<file path="src/rtl/ym_reg_file_v2.sv">
// ---------------------------------------------------------------------------
// ym_reg_file_v2 -- YM-style bus register file with busy timing and timer flags
//
// A host bus writes an address byte (A0=0) and then a data byte (A0=1).
// An accepted data write updates the register array and announces itself on
// wr_stb/wr_addr/wr_data. It then blocks further data writes for BUSY_CYCLES
// clocks. A data write that arrives while busy is dropped and sets the sticky
// OVR flag. Timer overflow pulses set FLAG_A/FLAG_B when enabled in reg 0x14.
// A read returns the status byte {busy, OVR, 0000, FLAG_B, FLAG_A}.
//
// Ports
//   phiM     in   clock
//   IC       in   asynchronous active-high reset
//   CS_b     in   chip select, active-low, qualifies WR_b / RD_b
//   WR_b     in   write strobe, active-low
//   RD_b     in   read strobe, active-low
//   A0       in   0 = address write, 1 = data write
//   Din      in   [7:0] bus write data
//   TM_1     in   timer A overflow pulse
//   TM_2     in   timer B overflow pulse
//   Dout     out  [7:0] registered read data (0x00 when not driven)
//   Dout_oe  out  high for the one cycle Dout carries a read result
//   IRQ_b    out  interrupt, active-low, = ~(FLAG_A | FLAG_B)
//   CT_1     out  reg 0x1B bit 7
//   CT_2     out  reg 0x1B bit 6
//   wr_stb   out  one-cycle pulse per accepted data write
//   wr_addr  out  [ADDR_W-1:0] address of the last accepted write
//   wr_data  out  [7:0] data of the last accepted write
// ---------------------------------------------------------------------------

// Invariant checker for the register file; carries no synthesizable logic.
module ym_reg_file_v2_chk #(
    parameter int BUSY_CYCLES = 68
) (
    input logic       clk,
    input logic       rst,
    input logic       accept,
    input logic [7:0] busy_cnt,
    input logic [7:0] dout,
    input logic       dout_oe,
    input logic       irq_b,
    input logic       flag_a,
    input logic       flag_b
);

    a_cnt_bound: assert property (@(posedge clk) disable iff (rst)
        busy_cnt <= 8'(BUSY_CYCLES));

    a_accept_idle: assert property (@(posedge clk) disable iff (rst)
        accept |-> (busy_cnt == 8'd0));

    a_dout_quiet: assert property (@(posedge clk) disable iff (rst)
        !dout_oe |-> (dout == 8'h00));

    a_irq_match: assert property (@(posedge clk) disable iff (rst)
        irq_b == ~(flag_a | flag_b));

endmodule

module ym_reg_file_v2 #(
    parameter int ADDR_W      = 8,
    parameter int BUSY_CYCLES = 68
) (
    input  logic              phiM,
    input  logic              IC,
    input  logic              CS_b,
    input  logic              WR_b,
    input  logic              RD_b,
    input  logic              A0,
    input  logic [7:0]        Din,
    input  logic              TM_1,
    input  logic              TM_2,
    output logic [7:0]        Dout,
    output logic              Dout_oe,
    output logic              IRQ_b,
    output logic              CT_1,
    output logic              CT_2,
    output logic              wr_stb,
    output logic [ADDR_W-1:0] wr_addr,
    output logic [7:0]        wr_data
);

    localparam int              NREGS   = 1 << ADDR_W;
    localparam logic [7:0]      TMR_A8  = 8'h14;
    localparam logic [ADDR_W-1:0] TMR_IDX = ADDR_W'(8'h14);
    localparam logic [ADDR_W-1:0] CT_IDX  = ADDR_W'(8'h1B);

    // State
    logic [7:0]        regs_r [NREGS];
    logic [7:0]        addr_r;
    logic              wr_hist_r;
    logic              rd_hist_r;
    logic [7:0]        busy_cnt_r;
    logic              ovr_r;
    logic              flag_a_r;
    logic              flag_b_r;
    logic [7:0]        dout_r;
    logic              dout_oe_r;
    logic              irq_b_r;
    logic              wr_stb_r;
    logic [ADDR_W-1:0] wr_addr_r;
    logic [7:0]        wr_data_r;

    // Combinational decode
    logic              wr_act_s;
    logic              rd_act_s;
    logic              wr_edge_s;
    logic              rd_edge_s;
    logic              busy_s;
    logic              in_range_s;
    logic              data_wr_s;
    logic              accept_s;
    logic              drop_s;
    logic              ovr_nxt_s;
    logic              flag_a_nxt_s;
    logic              flag_b_nxt_s;
    logic [7:0]        status_s;
    logic [ADDR_W-1:0] reg_idx_s;

    // Strobe qualification and edge detection; the history register is
    // cleared by reset, so a strobe held across reset release is a new edge.
    always_comb begin
        wr_act_s  = ~CS_b & ~WR_b;
        rd_act_s  = ~CS_b & ~RD_b;
        wr_edge_s = wr_act_s & ~wr_hist_r;
        rd_edge_s = rd_act_s & ~rd_hist_r;
    end

    // Data-write classification: accepted, dropped (busy) or ignored (range).
    always_comb begin
        busy_s     = (busy_cnt_r != 8'd0);
        in_range_s = ({1'b0, addr_r} < 9'(NREGS));
        data_wr_s  = wr_edge_s & A0;
        accept_s   = data_wr_s & in_range_s & ~busy_s;
        drop_s     = data_wr_s & in_range_s & busy_s;
        reg_idx_s  = addr_r[ADDR_W-1:0];
        status_s   = {busy_s, ovr_r, 4'b0000, flag_b_r, flag_a_r};
    end

    // Next OVR: a drop wins over the read-triggered clear.
    always_comb begin
        ovr_nxt_s = ovr_r;
        if (drop_s) begin
            ovr_nxt_s = 1'b1;
        end else if (rd_edge_s) begin
            ovr_nxt_s = 1'b0;
        end else begin
            ovr_nxt_s = ovr_r;
        end
    end

    // Next timer flags: a set on the same cycle as a clear keeps the flag set.
    always_comb begin
        flag_a_nxt_s = flag_a_r;
        if (TM_1 && regs_r[TMR_IDX][2]) begin
            flag_a_nxt_s = 1'b1;
        end else if (accept_s && (addr_r == TMR_A8) && Din[4]) begin
            flag_a_nxt_s = 1'b0;
        end else begin
            flag_a_nxt_s = flag_a_r;
        end
    end

    // Next timer flag B, same rules as flag A with bits 3 / 5.
    always_comb begin
        flag_b_nxt_s = flag_b_r;
        if (TM_2 && regs_r[TMR_IDX][3]) begin
            flag_b_nxt_s = 1'b1;
        end else if (accept_s && (addr_r == TMR_A8) && Din[5]) begin
            flag_b_nxt_s = 1'b0;
        end else begin
            flag_b_nxt_s = flag_b_r;
        end
    end

    // Strobe history for edge detection.
    always_ff @(posedge phiM or posedge IC) begin
        if (IC) begin
            wr_hist_r <= 1'b0;
            rd_hist_r <= 1'b0;
        end else begin
            wr_hist_r <= wr_act_s;
            rd_hist_r <= rd_act_s;
        end
    end

    // Address register: any address write latches the full byte, even busy.
    always_ff @(posedge phiM or posedge IC) begin
        if (IC) begin
            addr_r <= 8'h00;
        end else if (wr_edge_s && !A0) begin
            addr_r <= Din;
        end else begin
            addr_r <= addr_r;
        end
    end

    // Register array update on accepted data writes.
    always_ff @(posedge phiM or posedge IC) begin
        if (IC) begin
            for (int i = 0; i < NREGS; i++) begin
                regs_r[i] <= 8'h00;
            end
        end else if (accept_s) begin
            regs_r[reg_idx_s] <= Din;
        end else begin
            regs_r <= regs_r;
        end
    end

    // Busy counter: loaded on acceptance, so busy is visible from the next
    // cycle for exactly BUSY_CYCLES cycles. Drops never reload it.
    always_ff @(posedge phiM or posedge IC) begin
        if (IC) begin
            busy_cnt_r <= 8'd0;
        end else if (accept_s) begin
            busy_cnt_r <= 8'(BUSY_CYCLES);
        end else if (busy_s) begin
            busy_cnt_r <= busy_cnt_r - 8'd1;
        end else begin
            busy_cnt_r <= busy_cnt_r;
        end
    end

    // Sticky status flags and the interrupt derived from their next values.
    always_ff @(posedge phiM or posedge IC) begin
        if (IC) begin
            ovr_r    <= 1'b0;
            flag_a_r <= 1'b0;
            flag_b_r <= 1'b0;
            irq_b_r  <= 1'b1;
        end else begin
            ovr_r    <= ovr_nxt_s;
            flag_a_r <= flag_a_nxt_s;
            flag_b_r <= flag_b_nxt_s;
            irq_b_r  <= ~(flag_a_nxt_s | flag_b_nxt_s);
        end
    end

    // Read port: the status sampled at the read edge (pre-write) is shown
    // for one cycle; the bus is quiet otherwise.
    always_ff @(posedge phiM or posedge IC) begin
        if (IC) begin
            dout_r    <= 8'h00;
            dout_oe_r <= 1'b0;
        end else if (rd_edge_s) begin
            dout_r    <= status_s;
            dout_oe_r <= 1'b1;
        end else begin
            dout_r    <= 8'h00;
            dout_oe_r <= 1'b0;
        end
    end

    // Write announcement: strobe pulses once, address/data held until the
    // next accepted write.
    always_ff @(posedge phiM or posedge IC) begin
        if (IC) begin
            wr_stb_r  <= 1'b0;
            wr_addr_r <= '0;
            wr_data_r <= 8'h00;
        end else if (accept_s) begin
            wr_stb_r  <= 1'b1;
            wr_addr_r <= reg_idx_s;
            wr_data_r <= Din;
        end else begin
            wr_stb_r  <= 1'b0;
            wr_addr_r <= wr_addr_r;
            wr_data_r <= wr_data_r;
        end
    end

    assign Dout    = dout_r;
    assign Dout_oe = dout_oe_r;
    assign IRQ_b   = irq_b_r;
    assign wr_stb  = wr_stb_r;
    assign wr_addr = wr_addr_r;
    assign wr_data = wr_data_r;

    // Control-timer bits come straight from the array.
    assign CT_1 = regs_r[CT_IDX][7];
    assign CT_2 = regs_r[CT_IDX][6];

    ym_reg_file_v2_chk #(
        .BUSY_CYCLES (BUSY_CYCLES)
    ) u_chk (
        .clk      (phiM),
        .rst      (IC),
        .accept   (accept_s),
        .busy_cnt (busy_cnt_r),
        .dout     (dout_r),
        .dout_oe  (dout_oe_r),
        .irq_b    (irq_b_r),
        .flag_a   (flag_a_r),
        .flag_b   (flag_b_r)
    );

endmodule

</file>
<file path="config.mk">
export PLATFORM = sky130hd
export DESIGN_NAME = ym_reg_file_v2
export DESIGN_NICKNAME = d
export VERILOG_FILES = /design/src/rtl/ym_reg_file_v2.sv
export SDC_FILE = /design/constraint.sdc
export NUM_CORES = 1
export LEC_CHECK = 0
export BUFFER_PORTS_ARGS = -buffer_cell sky130_fd_sc_hd__buf_2
export CORE_AREA = 3 3 69 71
export DETAILED_ROUTE_END_ITERATION = 10
export DIE_AREA = 0 0 72 74
export PLACE_DENSITY = 0.73
export SLEW_MARGIN = 0
export SYNTH_ARGS = -nofsm -noshare
export SYNTH_HDL_FRONTEND = slang
export SYNTH_HIERARCHICAL = 1
export SYNTH_SLANG_ARGS = --single-unit
export TNS_END_PERCENT = 20
</file>
<file path="constraint.sdc">
create_clock -name phiM -period 2.3 [get_ports phiM]
set_clock_uncertainty 0.15 [all_clocks]
set_input_delay 0.345 -clock phiM [delete_from_list [all_inputs] [get_ports phiM]]
set_output_delay 0.345 -clock phiM [all_outputs]
set_load 0.02 [all_outputs]
</file>
## Word-level counts from Yosys, hierarchy flattened

Index checks and enable logic that the tools add are counted.

| storage, ports and cells | value |
|---|---|
| logic and storage cells | 314 |
| input port bits | 16 |
| output and inout port bits | 29 |
| register bits | 2096 |

| cells by class | value |
|---|---|
| reductions and logical operators | 11 |
| muxes and demuxes | 14 |
| equal/unequal tests | 1 |
| bitwise operators | 16 |
| magnitude comparators | 2 |
| $add $sub $neg | 1 |

Operators by type and width:

| cell | number |
|---|---|
| $bwmux W2048 | 1 |
| $demux W8 S8 | 1 |
| $mux W8 | 4 |
| $ge A9 B9 Y1 const B | 1 |
| $lt A9 B1 Y1 const B | 1 |
| $not A8 Y9 | 1 |
| $eq A8 B5 Y1 const B | 1 |
| $mux W1 | 8 |
| $reduce_bool A8 Y1 | 1 |
| $sub A8 B1 Y8 const B | 1 |
| $and A1 B1 Y1 | 7 |
| $logic_and A1 B1 Y1 | 7 |
| $not A1 Y1 | 7 |
| $reduce_bool A2 Y1 | 2 |
| $logic_not A1 Y1 | 1 |
| $or A1 B1 Y1 | 1 |

## Logic depth before layout (Yosys ltp)

Gate-level depths: netlist (run 1).

| depth | value |
|---|---|
| depth in word-level cells | 11 |
| mapped depth | 8 |
| mapped depth without buffers | 7 |

## Least setup slack after synthesis (run 1)

No wires, ideal clock.

| timing | value |
|---|---|
| path type | register -> register |
| from | register busy_cnt_r[2] |
| to | register regs_r (netlist bit CT_1) |
| cell stages (with the launch flop) | 7 |
| arrival time | 2.158 ns |
| data required time | 2.023 ns |
| setup time | 0.127 ns |
| buffers on the path | 1 |
| period minus slack after synthesis | 2.436 ns |
| path slack | -0.136 ns |
| cells stage by stage | dfrtp_1 -> or4_4 -> or4_1 -> buf_6 -> inv_6 -> and3_4 -> mux2_1 |

| on the way | value |
|---|---|
| longest elaborated chain between the ends | 3 |

Ends and longest elaborated chain:

| element | RTL line | text |
|---|---|---|
| start: declaration | 93 | `logic [7:0] busy_cnt_r;` |
| start signal: assignment | 217 | `busy_cnt_r <= 8'(BUSY_CYCLES);` |
| start signal: assignment | 219 | `busy_cnt_r <= busy_cnt_r - 8'd1;` |
| start signal: assignment | 221 | `busy_cnt_r <= busy_cnt_r;` |
| $reduce_bool A8 Y1 | 131 | `busy_s = (busy_cnt_r != 8'd0);` |
| $not A1 Y1 | 134 | `accept_s = data_wr_s & in_range_s & ~busy_s;` |
| $and A1 B1 Y1 | 134 |  |
| net accept_s | 112 | `logic accept_s;` |
| end signal: indexed assignment | 205 | `regs_r[reg_idx_s] <= Din;` |
| end signal: assignment | 207 | `regs_r <= regs_r;` |
| end: declaration | 89 | `logic [7:0] regs_r [NREGS];` |

The timed path passes the listed nets, and every way through them passes these cells.
A chain may end at the register's enable or synchronous reset.

## Worst setup path in the final report (run 1)

| timing | value |
|---|---|
| from | register wr_hist_r |
| to | register regs_r (netlist bit CT_1) |

| on the way | value |
|---|---|
| longest elaborated chain between the ends | 4 |

Ends and longest elaborated chain:

| element | RTL line | text |
|---|---|---|
| start: declaration | 91 | `logic wr_hist_r;` |
| start signal: assignment | 182 | `wr_hist_r <= wr_act_s;` |
| $not A1 Y1 | 125 | `wr_edge_s = wr_act_s & ~wr_hist_r;` |
| $and A1 B1 Y1 | 125 |  |
| $and A1 B1 Y1 | 133 | `data_wr_s = wr_edge_s & A0;` |
| $and A1 B1 Y1 | 134 |  |
| net accept_s | 112 |  |

The timed path passes the listed nets, and every way through them passes these cells.

==> impl_metrics.py, run 1 <==
metrics = {
    "status": {
        "outcome": "finished, violations left",
        "violations": "hold timing, setup timing",
    },
    "critical_path": {
        "rrSetupSlack_ns": -0.02,
        "criticalPathCategory": "reg -> reg",
        "reg2reg_depth": 5,
        "cp-start-kind": "flip-flop",
        "slowest_stage": "or4_4",
        "worst-path-max-fanout": 4,
        "worstPathRequired_ns": 2.33,
        "reg2reg_to": "CT_1$_DFFE_PP0P_",
        "critPathMaxStageDelay_ns": 0.57,
        "cp.arrival_ns": 2.35,
        "cp-end-kind": "flip-flop",
        "r2r_start": "wr_hist_r$_DFF_PP0_",
        "path_cells": "or4b_4 > or4_4 > inv_6 > and3_4 > mux2_4",
    },
    "logic_synthesis": {
        "ys_ff_latch": 48,
        "synthTopCellsByArea": "dfrtp_1 58%, mux2_4 8.9%, mux2_2 7.8%",
        "synth_top_area_share_pct": 58.39,
        "synth.avg_cell_area_um2": 14.60,
        "ys_warn_count": 6,
        "synth.distinct_cells": 40,
        "ys_seq_area_share_pct": 59.69,
        "synth_area_um2": 2014,
        "yosysTopAreaCell": "dfrtp_1",
        "synth_cells": 138,
    },
    "die": {
        "coreArea_um2": 4294,
        "num_rows": 24,
        "die_area_um2": 5328,
        "floorplan.initialDensity_pct": 46.91,
        "pin_count": 45,
        "die_y_um": 74,
        "chipWidth_um": 72,
    },
    "timing": {
        "hold_viol": 23,
        "fin_crit_ns": 2.317,
        "finalCritPeriodShare_pct": 100.7,
        "rsz0062_at_grt": "yes",
        "max_freq_mhz": 431.6,
        "maxSlewViolCount": 0,
        "finalSetupViolCount": 13,
        "setup_slack_ns": -0.01687,
        "holdWs_ns": -0.01647,
        "tightestPinTransition_ns": 0.6568,
        "relSlewSlack_pct": 56.15,
    },
    "global_routing": {
        "antenna_found_initial": 0,
        "first_global_vias": 1435,
        "grt_first_pass_wirelength_mm": 6.527,
        "gr-total-overflow": 0,
        "grt_max_degree": 31,
        "grt_util_all_layers_pct": 15.81,
    },
    "power": {
        "switching_share_pct": 31.04,
        "power_frac_seq_pct": 47.9,
        "power_frac_clock_pct": 24.5,
        "irDropWorstVdd_uv": 523.1,
        "p_switching_mw": 0.7576,
        "cell_internal_pwr_mw": 1.683,
        "p_comb_share_pct": 27.6,
        "power-per-cell-area_nw_per_um2": 954.8,
        "p_leak_nw": 1.332,
    },
    "min_path": {
        "min_path_type": "in -> async",
    },
    "drt": {
        "vias": 1323,
        "ant_nets": 0,
        "m1WireLength_mm": 1.717,
        "routedWlPerCell_um": 15.66,
        "wl_met2_mm": 2.035,
        "drc_errors": 0,
        "drt_iter0_drc": 77,
        "highest_layer": "met4",
        "wl_met3_um": 213,
        "dr.pass1.iters": 5,
        "wirelength_mm": 3.994,
        "routed_via_density": 5.188,
    },
    "final_layout": {
        "area_delta_synth_final_pct": 26.89,
        "diodes": 0,
        "layout.nets": 220,
        "drive_gt1_share_pct": 52.71,
        "final_area_um2": 2556,
    },
    "clocking": {
        "insertion_delay_ns": 0.29,
        "ctsRootBufferMaster": "clkbuf_8",
        "cts_inserted_buffers": 5,
        "cts_tree": "built",
        "postCtsHoldBufs": 0,
        "clk_pin_slew_ns": 0.09,
        "clk_path_buf_depth": 2,
        "cts_max_level": 2,
        "clock_sinks": 48,
    },
    "place": {
        "dpl_cell_area_um2": 2375,
        "post-dp-hpwl_mm": 2.926,
        "gp_congestion": 0.7682,
        "dp_slack_ns": -0.1499,
        "portBuffers": 40,
    },
    "run": {
        "cap_violations": 0,
    },
}
layout by cell type, fill, tap and decap left out, types with 2 or more instances in the layout:
cell type / instances
dfrtp_1: 47
conb_1: 4
and2_1: 4
or4_4: 2
ha_1: 2
a21o_1: 2
mux2_2: 14
buf_12: 2
buf_2: 40
inv_1: 4
nand3_1: 2
nor4b_1: 2
o31ai_1: 2
clkbuf_8: 5
or3_1: 2
o21ai_0: 2
nor3_1: 4
nor2_1: 3
buf_4: 18
mux2_4: 14
a21oi_1: 3
logic make-up after synthesis:
group,Yosys count,share of synthesized area (%)
buffers and inverters,12,3.975
multiplexers,29,18.38
AO/OA/AOI/OAI,15,5.404
flip-flops,48,59.69
other,1,0.1862
adder cells (fa/ha/maj),2,1.242
XOR/XNOR,1,0.4349
AND/OR/NAND/NOR,30,10.68
sequential cells by signal, indices dropped and copies added, names as in the netlist, 2 cells and up:
signal / count
regs_r: 2
wr_data: 8
Dout: 4
busy_cnt_r: 8
wr_addr: 8
addr_r: 8
stage by stage:
step	power (mW)	TNS, ns	utilization (%)	hold slack [ns]	instances
2_1_floorplan	1.579	-0.1434	-	0.2474	141
3_3_place_gp	1.792	-2.222	55.30	0.2906	242
3_5_place_dp	1.838	-2.632	55.30	0.2963	242
4_1_cts	2.450	-0.3642	58.80	0.004729	253
5_1_grt	2.577	-0.6577	59.53	0.03745	255
6_report	2.441	-0.1290	59.53	-0.01647	255
power by group through the flow:
stage | logic [mW] | registers (mW) | clock network [mW]
2_1_floorplan | 0.332 | 1.25 | 0
3_3_place_gp | 0.624 | 1.17 | 0
3_5_place_dp | 0.656 | 1.18 | 0
4_1_cts | 0.675 | 1.17 | 0.607
5_1_grt | 0.732 | 1.20 | 0.647
6_report | 0.674 | 1.17 | 0.597
worst max path at each step:
stage,start,cells after the start,slack (ns),to
floorplan,WR_b,6,-0.07,CT_1$_DFFE_PP0P_
global placement,WR_b,6,-0.12,CT_1$_DFFE_PP0P_
detailed placement,WR_b,6,-0.15,CT_1$_DFFE_PP0P_
CTS,busy_cnt_r[3]$_DFFE_PP0P_,5,-0.03,CT_1$_DFFE_PP0P_
global route,wr_hist_r$_DFF_PP0_,5,-0.05,CT_2$_DFFE_PP0P_
finish,wr_hist_r$_DFF_PP0_,5,-0.02,CT_1$_DFFE_PP0P_
critical path, delay by kind of cell (launching register included):
kind,cells,cell delay (ns)
simple gates,3,1.27
mux,1,0.29
flops,1,0.39
buf+inv,1,0.10
synth_stat cells (all sizes together):
| cell | number |
|---|---|
| o22ai | 1 |
| nand2b | 1 |
| a31oi | 1 |
| or4b | 1 |
| conb | 1 |
| and2 | 4 |
| a221oi | 1 |
| nor4b | 2 |
| or3 | 2 |
| o21ai | 2 |
| xor2 | 1 |
| nand2 | 1 |
| o41ai | 1 |
| ha | 2 |
| dfstp | 1 |
| buf | 6 |
| a41oi | 1 |
| inv | 6 |
| nor4 | 2 |
| nand3 | 4 |
| and3 | 1 |
| dfrtp | 47 |
| and4b | 1 |
| or4 | 3 |
| mux2i | 1 |
| nor2b | 1 |
| a21oi | 3 |
| nor3 | 4 |
| o31ai | 2 |
| a22o | 1 |
| mux2 | 28 |
| nor2 | 3 |
| a21o | 2 |
per-layer routing:
metal / GRT usage (%) / vias to the layer above
li1: - / 616
met1: 18.84 / 661
met2: 27.04 / 42
met3: 4.865 / 4
met4: 6.054 / 0
met5: 0 / -
what timing repair did:
action,in CTS,in global routing
gates cloned,0,0
setup buffers,3,2
gates resized for setup,1,2
endpoints found under the setup margin,18,22
pin swaps,2,2
area by class of cell:
cell class                 count  area (µm²)
clock buffer                   6       72.57
inverter                       6       27.53
clock inverter                 2       35.03
sequential                    48        1202
fill                         353        1738
timing repair buffer          60       375.4
multi-input combinational     81       778.2
tap                           52       65.06
Note: power is estimated with default switching activity, not from simulation.
==> run 2: changes to the inputs <==
--- a/config.mk
+++ b/config.mk
@@ -9,6 +9,7 @@
 export CORE_AREA = 3 3 69 71
 export DETAILED_ROUTE_END_ITERATION = 10
 export DIE_AREA = 0 0 72 74
+export GPL_TIMING_DRIVEN = 0
 export PLACE_DENSITY = 0.73
 export SLEW_MARGIN = 0
 export SYNTH_ARGS = -nofsm -noshare
==> impl_metrics.py, run 2 (synthesized netlist as in run 1, its figures left out) <==
metrics = {
    "status": {
        "outcome": "finished, violations left",
        "violations": "setup timing",
    },
    "final_layout": {
        "stdcell_count": 251,
        "finalCoreUtilization_pct": 58.28,
        "area_delta_synth_final_pct": 24.22,
        "layout.nets": 216,
        "multi_input_area_um2": 754.5,
        "diodes": 0,
        "fillerInstances": 370,
        "layout_common_cells": "47 x dfrtp_1, 40 x buf_2, 14 x mux2_4, 14 x mux2_2, 13 x buf_4",
        "layout.area.seq_um2": 1202,
        "final_common_cell": "dfrtp_1",
        "drive_gt1_share_pct": 49.75,
    },
    "drt": {
        "wirelength_mm": 3.877,
        "ant_nets": 0,
        "wl_met3_um": 246,
        "routed_via_density": 5.287,
        "routedWlPerCell_um": 15.45,
        "dr.pass1.iters": 4,
        "m1WireLength_mm": 1.550,
        "highest_layer": "met4",
        "drc_errors": 0,
        "wl_met2_mm": 2.056,
        "vias": 1327,
        "drt_iter0_drc": 67,
    },
    "global_routing": {
        "antenna_found_initial": 0,
        "grt_max_degree": 27,
        "grt_first_pass_wirelength_mm": 6.141,
        "grt_util_all_layers_pct": 15.02,
        "gr-total-overflow": 0,
        "first_global_vias": 1342,
    },
    "die": {
        "floorplan.initialDensity_pct": 46.91,
        "pin_count": 45,
        "num_rows": 24,
        "chipWidth_um": 72,
        "die_area_um2": 5328,
        "coreArea_um2": 4294,
        "die_y_um": 74,
    },
    "timing": {
        "rsz0062_at_grt": "yes",
        "finalSetupViolCount": 3,
        "tightestPinTransition_ns": 0.9881,
        "relSlewSlack_pct": 33.58,
        "fin_crit_ns": 2.370,
        "holdWs_ns": 0.05735,
        "hold_viol": 0,
        "max_freq_mhz": 421.9,
        "maxSlewViolCount": 0,
        "finalSetupTns_ns": -0.1519,
        "finalCritPeriodShare_pct": 103.1,
        "setup_slack_ns": -0.07044,
    },
    "power": {
        "cell_internal_pwr_mw": 1.653,
        "irDropWorstVdd_uv": 472.8,
        "p_leak_nw": 1.308,
        "power_mw": 2.386,
        "switching_share_pct": 30.74,
        "p_comb_share_pct": 26.1,
        "power_frac_clock_pct": 24.7,
        "power-per-cell-area_nw_per_um2": 953.6,
        "p_switching_mw": 0.7334,
        "power_frac_seq_pct": 49.2,
    },
    "place": {
        "gp_congestion": 0.6985,
        "portBuffers": 40,
        "dp_cells": 234,
        "post-dp-hpwl_mm": 2.873,
    },
    "clocking": {
        "cts_max_level": 2,
        "clk_pin_slew_ns": 0.08,
        "insertion_delay_ns": 0.29,
        "cts_inserted_buffers": 5,
        "ctsRootBufferMaster": "clkbuf_8",
        "clk_path_buf_depth": 2,
        "cts_tree": "built",
        "clock_sinks": 48,
    },
    "critical_path": {
        "cp-start-kind": "flip-flop",
        "worst-path-max-fanout": 5,
        "criticalPathCategory": "reg -> reg",
        "cp-end-kind": "flip-flop",
        "cp.arrival_ns": 2.41,
        "worstPathRequired_ns": 2.33,
    },
    "min_path": {
        "min_path_type": "in -> reg",
    },
    "run": {
        "cap_violations": 0,
    },
}
-- run 2: worst paths after layout --
| check | to | depth (start not counted) | slack, ns | from |
|---|---|---|---|---|
| min in group asynchronous | Dout[6]$_DFF_PP0_ | 3 | 0.48 | IC |
| hold / removal | rd_hist_r$_DFF_PP0_ | 2 | 0.06 | RD_b |
| setup / recovery | CT_1$_DFFE_PP0P_ | 5 | -0.07 | busy_cnt_r[3]$_DFFE_PP0P_ |
| max in group asynchronous | IRQ_b$_DFF_PP1_ | 4 | 0.94 | IC |
| setup reg to reg | CT_1$_DFFE_PP0P_ | 5 | -0.07 | busy_cnt_r[3]$_DFFE_PP0P_ |
| hold reg to reg | IRQ_b$_DFF_PP1_ | 1 | 0.31 | flag_a_r$_DFF_PP0_ |
-- run 2: power by group through the flow --
stage               registers [mW]  logic [mW]  clock network, mW
global placement              1.18       0.544                  0
CTS                           1.18       0.625              0.607
floorplan                     1.25       0.332                  0
detailed placement            1.20       0.589                  0
global route                  1.20       0.679              0.637
finish                        1.17       0.622              0.589
-- run 2: stage by stage --
step | area, µm² | setup slack, ns
3_3_place_gp | 2302 | -0.2991
2_1_floorplan | 2037 | -0.07168
3_5_place_dp | 2330 | -0.3063
5_1_grt | 2502 | -0.1121
6_report | 2502 | -0.07044
4_1_cts | 2480 | -0.09412
-- run 2: worst max-delay path, cell delays in order (launching register included) --
cell and delay [ns]:
dfrtp_1 0.39, or4_4 0.55, or4_4 0.56, inv_6 0.10, and3_4 0.20, mux2_4 0.30
-- run 2: layout make-up --
type	count	share of cell area (%)
Sequential cell	48	48.05
Multi-Input combinational cell	81	30.15
Timing Repair Buffer	51	12.20
Clock buffer	7	3.050
Tap cell	52	2.600
Buffer	5	1.650
Clock inverter	1	1.200
Inverter	6	1.100
-- run 2: layer usage --
metal | vias to the layer above | track usage, %
li1 | 613 | -
met1 | 664 | 17.63
met2 | 46 | 26.22
met3 | 4 | 4.595
met4 | 0 | 5.428
met5 | - | 0
-- run 2: timing repair --
item                                    4_1_cts  5_1_grt
hold endpoints to repair                     22        0
hold buffers                                  1        0
pin swaps                                     2        1
endpoints found under the setup margin       17       18
resized for setup                             0        0
buffers inserted                              6        3
